==> src/rtl/blackjack_round_ctrl.sv <==
// -----------------------------------------------------------------------------
// blackjack_round_ctrl
//
// Round sequencer for the blackjack game. Owns the shared card source through a
// request/valid handshake, deals player/dealer/player/dealer, runs the player's
// hit/stand turn and the dealer's automatic draws, then compares the hands.
//
// Ports
//   clk        in   system clock, all logic on the rising edge
//   reset      in   synchronous, active-high reset
//   new_round  in   one-cycle pulse, starts a round from IDLE or RESULT
//   hit        in   one-cycle pulse, player requests a card (PLAYER only)
//   stand      in   one-cycle pulse, player ends the turn (PLAYER only)
//   card_req   out  request to the card source, held until card_valid
//   card_valid in   card source has a card on card_val
//   card_val   in   card rank, 1 = ace, 2-10 pip/face (0 and 11-15 count 10)
//   phand      out  player best total
//   dhand      out  dealer best total
//   busy       out  round in progress (not IDLE / RESULT)
//   result     out  00 none, 01 player win, 10 player lose, 11 push
//   state_out  out  current state code for the debug LEDs
// -----------------------------------------------------------------------------
module blackjack_round_ctrl #(
  parameter int DEALER_STAND = 17,
  parameter int BJ_LIMIT     = 21
) (
  input  logic       clk,
  input  logic       reset,
  input  logic       new_round,
  input  logic       hit,
  input  logic       stand,
  output logic       card_req,
  input  logic       card_valid,
  input  logic [3:0] card_val,
  output logic [4:0] phand,
  output logic [4:0] dhand,
  output logic       busy,
  output logic [1:0] result,
  output logic [2:0] state_out
);

  typedef enum logic [2:0] {
    S_IDLE   = 3'b000,
    S_DEAL   = 3'b001,
    S_PLAYER = 3'b010,
    S_PDRAW  = 3'b011,
    S_DEALER = 3'b100,
    S_DDRAW  = 3'b101,
    S_RESULT = 3'b110
  } state_t;

  localparam logic [1:0] RES_NONE = 2'b00;
  localparam logic [1:0] RES_WIN  = 2'b01;
  localparam logic [1:0] RES_LOSE = 2'b10;
  localparam logic [1:0] RES_PUSH = 2'b11;

  localparam logic [4:0] STAND_T = 5'(DEALER_STAND);
  localparam logic [4:0] LIMIT_T = 5'(BJ_LIMIT);

  state_t     state;
  logic [4:0] p_hard, d_hard;
  logic       p_ace, d_ace;
  logic [1:0] deal_cnt;

  logic       handshake;
  logic [4:0] card_pts;
  logic       card_is_ace;
  logic       to_player, to_dealer;
  logic [4:0] p_hard_nx, d_hard_nx;
  logic       p_ace_nx, d_ace_nx;
  logic [4:0] p_best_nx, d_best_nx;

  // An ace counts 11 instead of 1 whenever that does not push the hand over 21.
  function automatic logic [4:0] best_of(input logic [4:0] hard, input logic ace);
    return (ace && hard <= 5'd11) ? hard + 5'd10 : hard;
  endfunction

  // Player is never bust on entry to the compare; a player bust ends in PDRAW.
  function automatic logic [1:0] compare(input logic [4:0] p, input logic [4:0] d);
    if (d > LIMIT_T)  return RES_WIN;
    else if (p > d)   return RES_WIN;
    else if (p < d)   return RES_LOSE;
    else              return RES_PUSH;
  endfunction

  // card_req is only ever raised in a draw state, so a handshake always
  // belongs to the current draw step and a stray card_valid is ignored.
  assign handshake   = card_req && card_valid;
  assign card_pts    = (card_val == 4'd0 || card_val > 4'd10) ? 5'd10 : {1'b0, card_val};
  assign card_is_ace = (card_val == 4'd1);

  // Deal order is player, dealer, player, dealer: even counts go to the player.
  assign to_player = handshake && (state == S_PDRAW || (state == S_DEAL && !deal_cnt[0]));
  assign to_dealer = handshake && (state == S_DDRAW || (state == S_DEAL &&  deal_cnt[0]));

  // Hands after the card accepted this cycle, so the FSM can decide on the
  // new totals in the same cycle the card is sampled.
  always_comb begin
    // NOTE: every output of a combinational block gets a default first, so no
    // path leaves a variable unassigned and no latch is inferred.
    p_hard_nx = p_hard;
    p_ace_nx  = p_ace;
    d_hard_nx = d_hard;
    d_ace_nx  = d_ace;
    if (to_player) begin
      p_hard_nx = p_hard + card_pts;
      p_ace_nx  = p_ace | card_is_ace;
    end
    if (to_dealer) begin
      d_hard_nx = d_hard + card_pts;
      d_ace_nx  = d_ace | card_is_ace;
    end
    p_best_nx = best_of(p_hard_nx, p_ace_nx);
    d_best_nx = best_of(d_hard_nx, d_ace_nx);
  end

  assign busy      = (state != S_IDLE) && (state != S_RESULT);
  assign state_out = state;

  always_ff @(posedge clk) begin
    if (reset) begin
      // NOTE: state uses non-blocking assignments so every register samples
      // the pre-edge values; blocking here would create ordering races.
      state    <= S_IDLE;
      card_req <= 1'b0;
      deal_cnt <= 2'd0;
      p_hard   <= 5'd0;
      p_ace    <= 1'b0;
      d_hard   <= 5'd0;
      d_ace    <= 1'b0;
      phand    <= 5'd0;
      dhand    <= 5'd0;
      result   <= RES_NONE;
    end else begin
      p_hard <= p_hard_nx;
      p_ace  <= p_ace_nx;
      d_hard <= d_hard_nx;
      d_ace  <= d_ace_nx;
      phand  <= p_best_nx;
      dhand  <= d_best_nx;

      case (state)
        S_IDLE, S_RESULT: begin
          if (new_round) begin
            state    <= S_DEAL;
            deal_cnt <= 2'd0;
            p_hard   <= 5'd0;
            p_ace    <= 1'b0;
            d_hard   <= 5'd0;
            d_ace    <= 1'b0;
            phand    <= 5'd0;
            dhand    <= 5'd0;
            result   <= RES_NONE;
          end
        end

        S_DEAL: begin
          if (handshake) begin
            // Dropping card_req for a cycle keeps one valid cycle from
            // feeding two consecutive deal cards.
            card_req <= 1'b0;
            deal_cnt <= deal_cnt + 2'd1;
            if (deal_cnt == 2'd3)
              state <= (p_best_nx == LIMIT_T) ? S_DEALER : S_PLAYER;
          end else if (!card_req) begin
            card_req <= 1'b1;
          end
        end

        S_PLAYER: begin
          if (stand)    state <= S_DEALER;
          else if (hit) state <= S_PDRAW;
        end

        S_PDRAW: begin
          if (handshake) begin
            card_req <= 1'b0;
            if (p_best_nx > LIMIT_T) begin
              state  <= S_RESULT;
              result <= RES_LOSE;
            end else if (p_best_nx == LIMIT_T) begin
              state <= S_DEALER;
            end else begin
              state <= S_PLAYER;
            end
          end else if (!card_req) begin
            card_req <= 1'b1;
          end
        end

        S_DEALER: begin
          if (dhand < STAND_T) begin
            state <= S_DDRAW;
          end else begin
            state  <= S_RESULT;
            result <= compare(phand, dhand);
          end
        end

        S_DDRAW: begin
          if (handshake) begin
            card_req <= 1'b0;
            state    <= S_DEALER;
          end else if (!card_req) begin
            card_req <= 1'b1;
          end
        end

        default: begin
          state    <= S_IDLE;
          card_req <= 1'b0;
        end
      endcase
    end
  end

endmodule

==> config.mk <==
export PLATFORM = sky130hd
export DESIGN_NAME = blackjack_round_ctrl
export DESIGN_NICKNAME = d
export VERILOG_FILES = /design/src/rtl/blackjack_round_ctrl.sv
export SDC_FILE = /design/constraint.sdc
export NUM_CORES = 1
export LEC_CHECK = 0
export CAP_MARGIN = 40
export CELL_PAD_IN_SITES_DETAIL_PLACEMENT = 1
export CELL_PAD_IN_SITES_GLOBAL_PLACEMENT = 2
export CORE_MARGIN = 4
export CORE_UTILIZATION = 33
export DETAILED_ROUTE_END_ITERATION = 10
export PLACE_DENSITY_LB_ADDON = 0.08
export SKIP_CTS_REPAIR_TIMING = 1
export SYNTH_ARGS = -nofsm -noshare
export SYNTH_HDL_FRONTEND = slang
export SYNTH_SLANG_ARGS = --single-unit
==> constraint.sdc <==
create_clock -name clk -period 4.77 [get_ports clk]
set_input_delay 0.954 -clock clk [delete_from_list [all_inputs] [get_ports clk]]
set_output_delay 0.954 -clock clk [all_outputs]
set_load 0.02 [all_outputs]
**Word level (Yosys, flattened, before mapping)**

Cells that the tools add are included.

- Bits in registers: 30
- Input port bits: 10
- Output and inout port bits: 17
- Logic and storage cells: 108

- $add $sub $neg: 5
- Magnitude comparators: 8
- Equal/unequal tests: 18
- Mux-type cells: 42
- Bitwise gates (word level): 2
- Reduce and logical (&&, ||, !) cells: 23

Operator list:

| kind | count |
|---|---|
| 2-to-1 mux 5 bit | 12 |
| 2-to-1 mux 3 bit | 9 |
| case mux 3 bit (6 select lines) | 1 |
| 2-to-1 mux 2 bit | 8 |
| adder 5 x 4 -> 5 bit | 2 |
| adder 5 x 4 -> 5 bit, second input constant | 2 |
| > comparator 5 bit, second input constant | 2 |
| <= comparator 5 x 4 -> 1 bit, second input constant | 2 |
| != test 2 bit, second input constant | 5 |
| equality test 3 bit, second input constant | 3 |
| logical AND 1 bit | 8 |
| 2-to-1 mux 1 bit | 8 |
| equality test 3 x 2 -> 1 bit, second input constant | 2 |
| != test 3 bit, second input constant | 2 |
| case mux 2 bit (3 select lines) | 1 |
| AND reduction 6 bit | 1 |
| nonzero test 3 bit | 2 |
| equality test 5 bit, second input constant | 1 |
| > comparator 5 bit | 1 |
| less-than comparator 5 bit | 1 |
| less-than comparator 5 bit, second input constant | 1 |
| AND reduction 5 bit | 1 |
| equality test 4 x 1 -> 1 bit, second input constant | 1 |
| > comparator 4 bit, second input constant | 1 |
| other kinds (17) | 21 |

**Logic depth before layout (Yosys ltp)**

- Word-level depth: 13
- Gate-level depth with buffers: 17
- Gate-level depth less buffers: 16

**Worst setup path after synthesis**

Ideal clock, no wire load.

- Path type: in2reg
- Start: in card_val[1]
- End: reg result[0]
- Setup time: 0.135 ns
- Arrival: 4.058 ns
- Required time: 4.635 ns
- Slack: 0.577 ns
- Stages: 16
- Path buffers: 0
- Cells stage by stage: or2_1 > a21boi_0 > ha_1 > inv_1 > fa_1 > xnor2_1 > mux2i_1 > ha_1 > and3_1 > nor2_1 > or4b_4 > nand4_2 > a21oi_2 > or2_1 > o221ai_2 > a311oi_1

- Longest elaborated chain between the ends: 11
- Elaborated cells between the ends (all ways): 16
- Those cells by class: add/sub (2); order compare (3); eq/ne (2); mux (4); bitwise (1); reduce/logical (4)

RTL lines:

| what | line | text |
|---|---|---|
| start: declaration | 34 | `input logic [3:0] card_val,` |
| > comparator 4 bit or zero test 4 bit (tied branches) | 89 | `assign card_pts = (card_val == 4'd0 \|\| card_val > 4'd10) ? 5'd10 : {1'b0, card_val};` |
| logical OR 1 bit | 89 |  |
| 2-to-1 mux 4 bit | 89 |  |
| adder 5 x 4 -> 5 bit | 106 | `p_hard_nx = p_hard + card_pts;` |
| 2-to-1 mux 5 bit | 105 | `if (to_player) begin` |
| <= comparator 5 x 4 -> 1 bit | 75 | `return (ace && hard <= 5'd11) ? hard + 5'd10 : hard;` |
| logical AND 1 bit | 75 |  |
| 2-to-1 mux 5 bit (*) | 75 |  |
| > comparator 5 bit (*) | 178 | `if (p_best_nx > LIMIT_T) begin` |
| != test 2 x 1 -> 1 bit (no source line) (*) | -- |  |
| AND reduction 5 bit (no source line) (*) | -- |  |
| end signal: assignment | 196 | `result <= compare(phand, dhand);` |
| end: declaration | 38 | `output logic [1:0] result,` |

Mark *: on every way between the ends. The rest lies on a longest branch, timed or not.
A chain may end at the register's enable or synchronous reset.

**Worst setup path after layout**

Same ends and word-level chain as after synthesis.

==> results.json <==
{
  "min_from": "d_ace",
  "synth-edff-count": 0,
  "clkLatencyLatePin_ns": 0.28,
  "dp_cells": 368,
  "p_seq_share_pct": 45.2,
  "yosysSeqAreaShare_pct": 26.2,
  "cp.required_ns": 4.93,
  "grt_pass1_vias": 2014,
  "hold_end": "d_ace",
  "die_w_um": 88.6,
  "start_kind": "input pin",
  "cts-root-buf": "clkbuf_8",
  "drv_cap": 0,
  "reg2reg_slack_ns": 1.25,
  "synth_commonest_cells": "40 x nor2_1, 28 x dfxtp_1, 22 x inv_1",
  "die_y_um": 88.6,
  "htreeDepth": 1,
  "avgRoutedWirePerCell_um": 15.6,
  "yosysTopAreaCellShare_pct": 26.2,
  "combPwrFrac_pct": 28.7,
  "tightest_slew_ns": 0.739,
  "crit_fanout": 3,
  "seqCellArea_um2": 561,
  "path_clk_slew_ns": 0.10,
  "final_util_pct": 40.6,
  "cts_buffer_depth": 2,
  "drc": 0,
  "synth_nets": 298,
  "synth.area.top_cells": "dfxtp_1 26%, ha_1 11%, nor2_1 7.0%",
  "grtUsageTotal_pct": 15.7,
  "core_um2": 6310,
  "ys_types": 59,
  "setup_viol_count_final": 0,
  "overflow": 0,
  "grt_max_degree": 21,
  "antenna_found_initial": 0,
  "num_vias": 1961,
  "io_buffers": 26,
  "end_kind": "flop",
  "cp.arrival_ns": 4.59,
  "cts.sinks": 28,
  "ant_nets": 0,
  "slew_violations": 0,
  "max_stage_delay_ns": 0.49,
  "p_sw_share_pct": 32.9,
  "finalCritPeriodShare_pct": 92.8,
  "fin_cells": 372,
  "status": "completed",
  "async_flop_share_pct": 0,
  "fill_cells": 799,
  "synthCells": 267,
  "synth.most_common_cell": "nor2_1",
  "skew_ns": 0.0110,
  "fin_setup_tns_ns": 0,
  "max_slew_margin_pct": 50.1,
  "avgSynthCellArea_um2": 8.03,
  "drtIter0Drc": 69,
  "path_class": "in2reg",
  "initial_utilization_pct": 33.9,
  "die_area_um2": 7850,
  "grt_pass1_wl_mm": 9.67,
  "gp_congestion": 0.768,
  "clock.fmax_ghz": 0.226,
  "ys_ff_latch": 28,
  "r2r_end": "result[0]",
  "internal_power_uw": 386,
  "hold_viol": 0,
  "hold_path.class": "reg2reg",
  "dp_hpwl_mm": 4.69,
  "crit_path_top_delay_cell": "or4b_4",
  "rsz0062_at_grt": "false",
  "drive_gt1_share_pct": 10.2,
  "firstDrtPassIters": 4,
  "finalNetCount": 327,
  "yosysWarnings": 0,
  "p_leak_uw": 0.00104,
  "period_needed_ns": 4.43,
  "path_cells": "clkdlybuf4s50_1 > or2_1 > a21boi_1 > ha_1 > inv_1 > fa_1 > xnor2_2 > mux2i_1 > ha_1 > and3_1 > nor2_1 > or4b_4 > nand4_2 > a21oi_2 > or2_1 > o221ai_2 > a311oi_1",
  "reg2reg_from": "state_out[0]",
  "ff2ff_path_depth": 13,
  "syn2layout_area_growth_pct": 19.6,
  "p_per_area_nw_per_um2": 224,
  "ios": 27,
  "cts_tree": "done",
  "via_per_inst": 5.27,
  "multi_input_area_um2": 1440,
  "hold_depth": 2,
  "wl_mm": 5.82,
  "ir_drop_mv": 0.0953,
  "yosys.area.top_type": "dfxtp_1",
  "antenna_cells": 0,
  "rows": 29,
  "synth_area_um2": 2140,
  "p_sw_uw": 189,
  "p_clk_share_pct": 26.1,
  "cts_made_buffers": 3,
  "synthFlopType": "dfxtp_1",
  "fin_hold_ws_ns": 0.480
}
==> critical path, delay by kind of cell <==
| family | cells | cell delay [ns] |
|---|---|---|
| XOR/XNOR | 1 | 0.20 |
| multiplexers | 1 | 0.13 |
| buffers and inverters | 2 | 0.47 |
| AO/OA/AOI/OAI | 4 | 0.59 |
| AND/OR/NAND/NOR | 6 | 1.40 |
| adder cells (fa/ha/maj) | 3 | 0.84 |
==> cell type report <==
| class | instances | area share (%) |
|---|---|---|
| clock buffer | 4 | 2.15 |
| inverter | 22 | 3.22 |
| multi-input combinational | 206 | 56.2 |
| sequential | 28 | 21.9 |
| tap | 77 | 3.76 |
| timing repair buffer | 35 | 12.8 |
==> cell families after synthesis <==
group	after synthesis	share of synthesized area (%)
AOI/OAI and AO/OA	69	22.2
xor gates and xnor gates	7	2.86
adders and majority gates	21	13.0
buffers and inverters	33	6.95
DFF	28	26.2
muxes	9	4.44
and+or+nand+nor	100	24.5
==> layer usage <==
metal | part of all wire (%) | vias up | GRT usage [%] | wire length, um
met3 | 1.3 | 2 | 2.14 | 75
li1 | - | 1010 | - | -
met4 | 0.31 | 0 | 3.16 | 18
met5 | 0 | - | 0 | 0
met1 | 54 | 931 | 22.8 | 3150
met2 | 44 | 18 | 24.7 | 2580
==> metrics by stage <==
stage,total power (uW),cell area [um2],setup WS (ns)
after floorplan,377,2140,0.577
after global placement,431,2500,0.0554
after detailed placement,430,2500,-0.110
after CTS,585,2560,0.199
after global routing,614,2560,0.0672
final,575,2560,0.344
==> state kept, by name, summed over array words and instances (netlist names) <==
name,cells
result,2
deal_cnt,2
d_ace,1
dhand,5
p_ace,1
p_hard,4
phand,5
state_out,3
d_hard,4
card_req,1
==> worst max-delay path by stage <==
stage	slack (ns)	from	cells past startpoint	endpoint
after floorplan	0.58	card_val[1]	16	result[0]
after global placement	0.06	card_val[1]	17	result[0]
after detailed placement	-0.11	card_val[1]	17	result[0]
after CTS	0.20	card_val[1]	17	result[0]
after global routing	0.07	card_val[1]	17	result[0]
final	0.34	card_val[1]	17	result[0]
==> power by group through the flow <==
stage               clock [uW]  combinational [uW]  sequential [uW]
floorplan                    0                 116              262
global placement             0                 165              266
detailed placement           0                 165              265
CTS                        159                 166              260
global route               168                 184              262
finish                     150                 165              260
==> cell usage in the layout, fill, tap and decap left out, types with 3 or more instances in the layout <==
cell	count
nor2_1	40
dfxtp_1	28
clkdlybuf4s50_1	26
inv_1	22
ha_1	19
nand2_1	17
a21oi_1	16
o21ai_0	11
buf_4	9
nor2b_1	7
a31oi_1	6
mux2i_1	5
mux2_2	4
xnor2_1	4
nand2b_1	4
o21a_1	4
and3_1	4
clkbuf_8	4
a21o_1	3
o22ai_1	3
nor4_1	3
nand3_1	3
nand4_1	3
o211ai_1	3
Note: power is estimated with default switching activity, not from simulation.
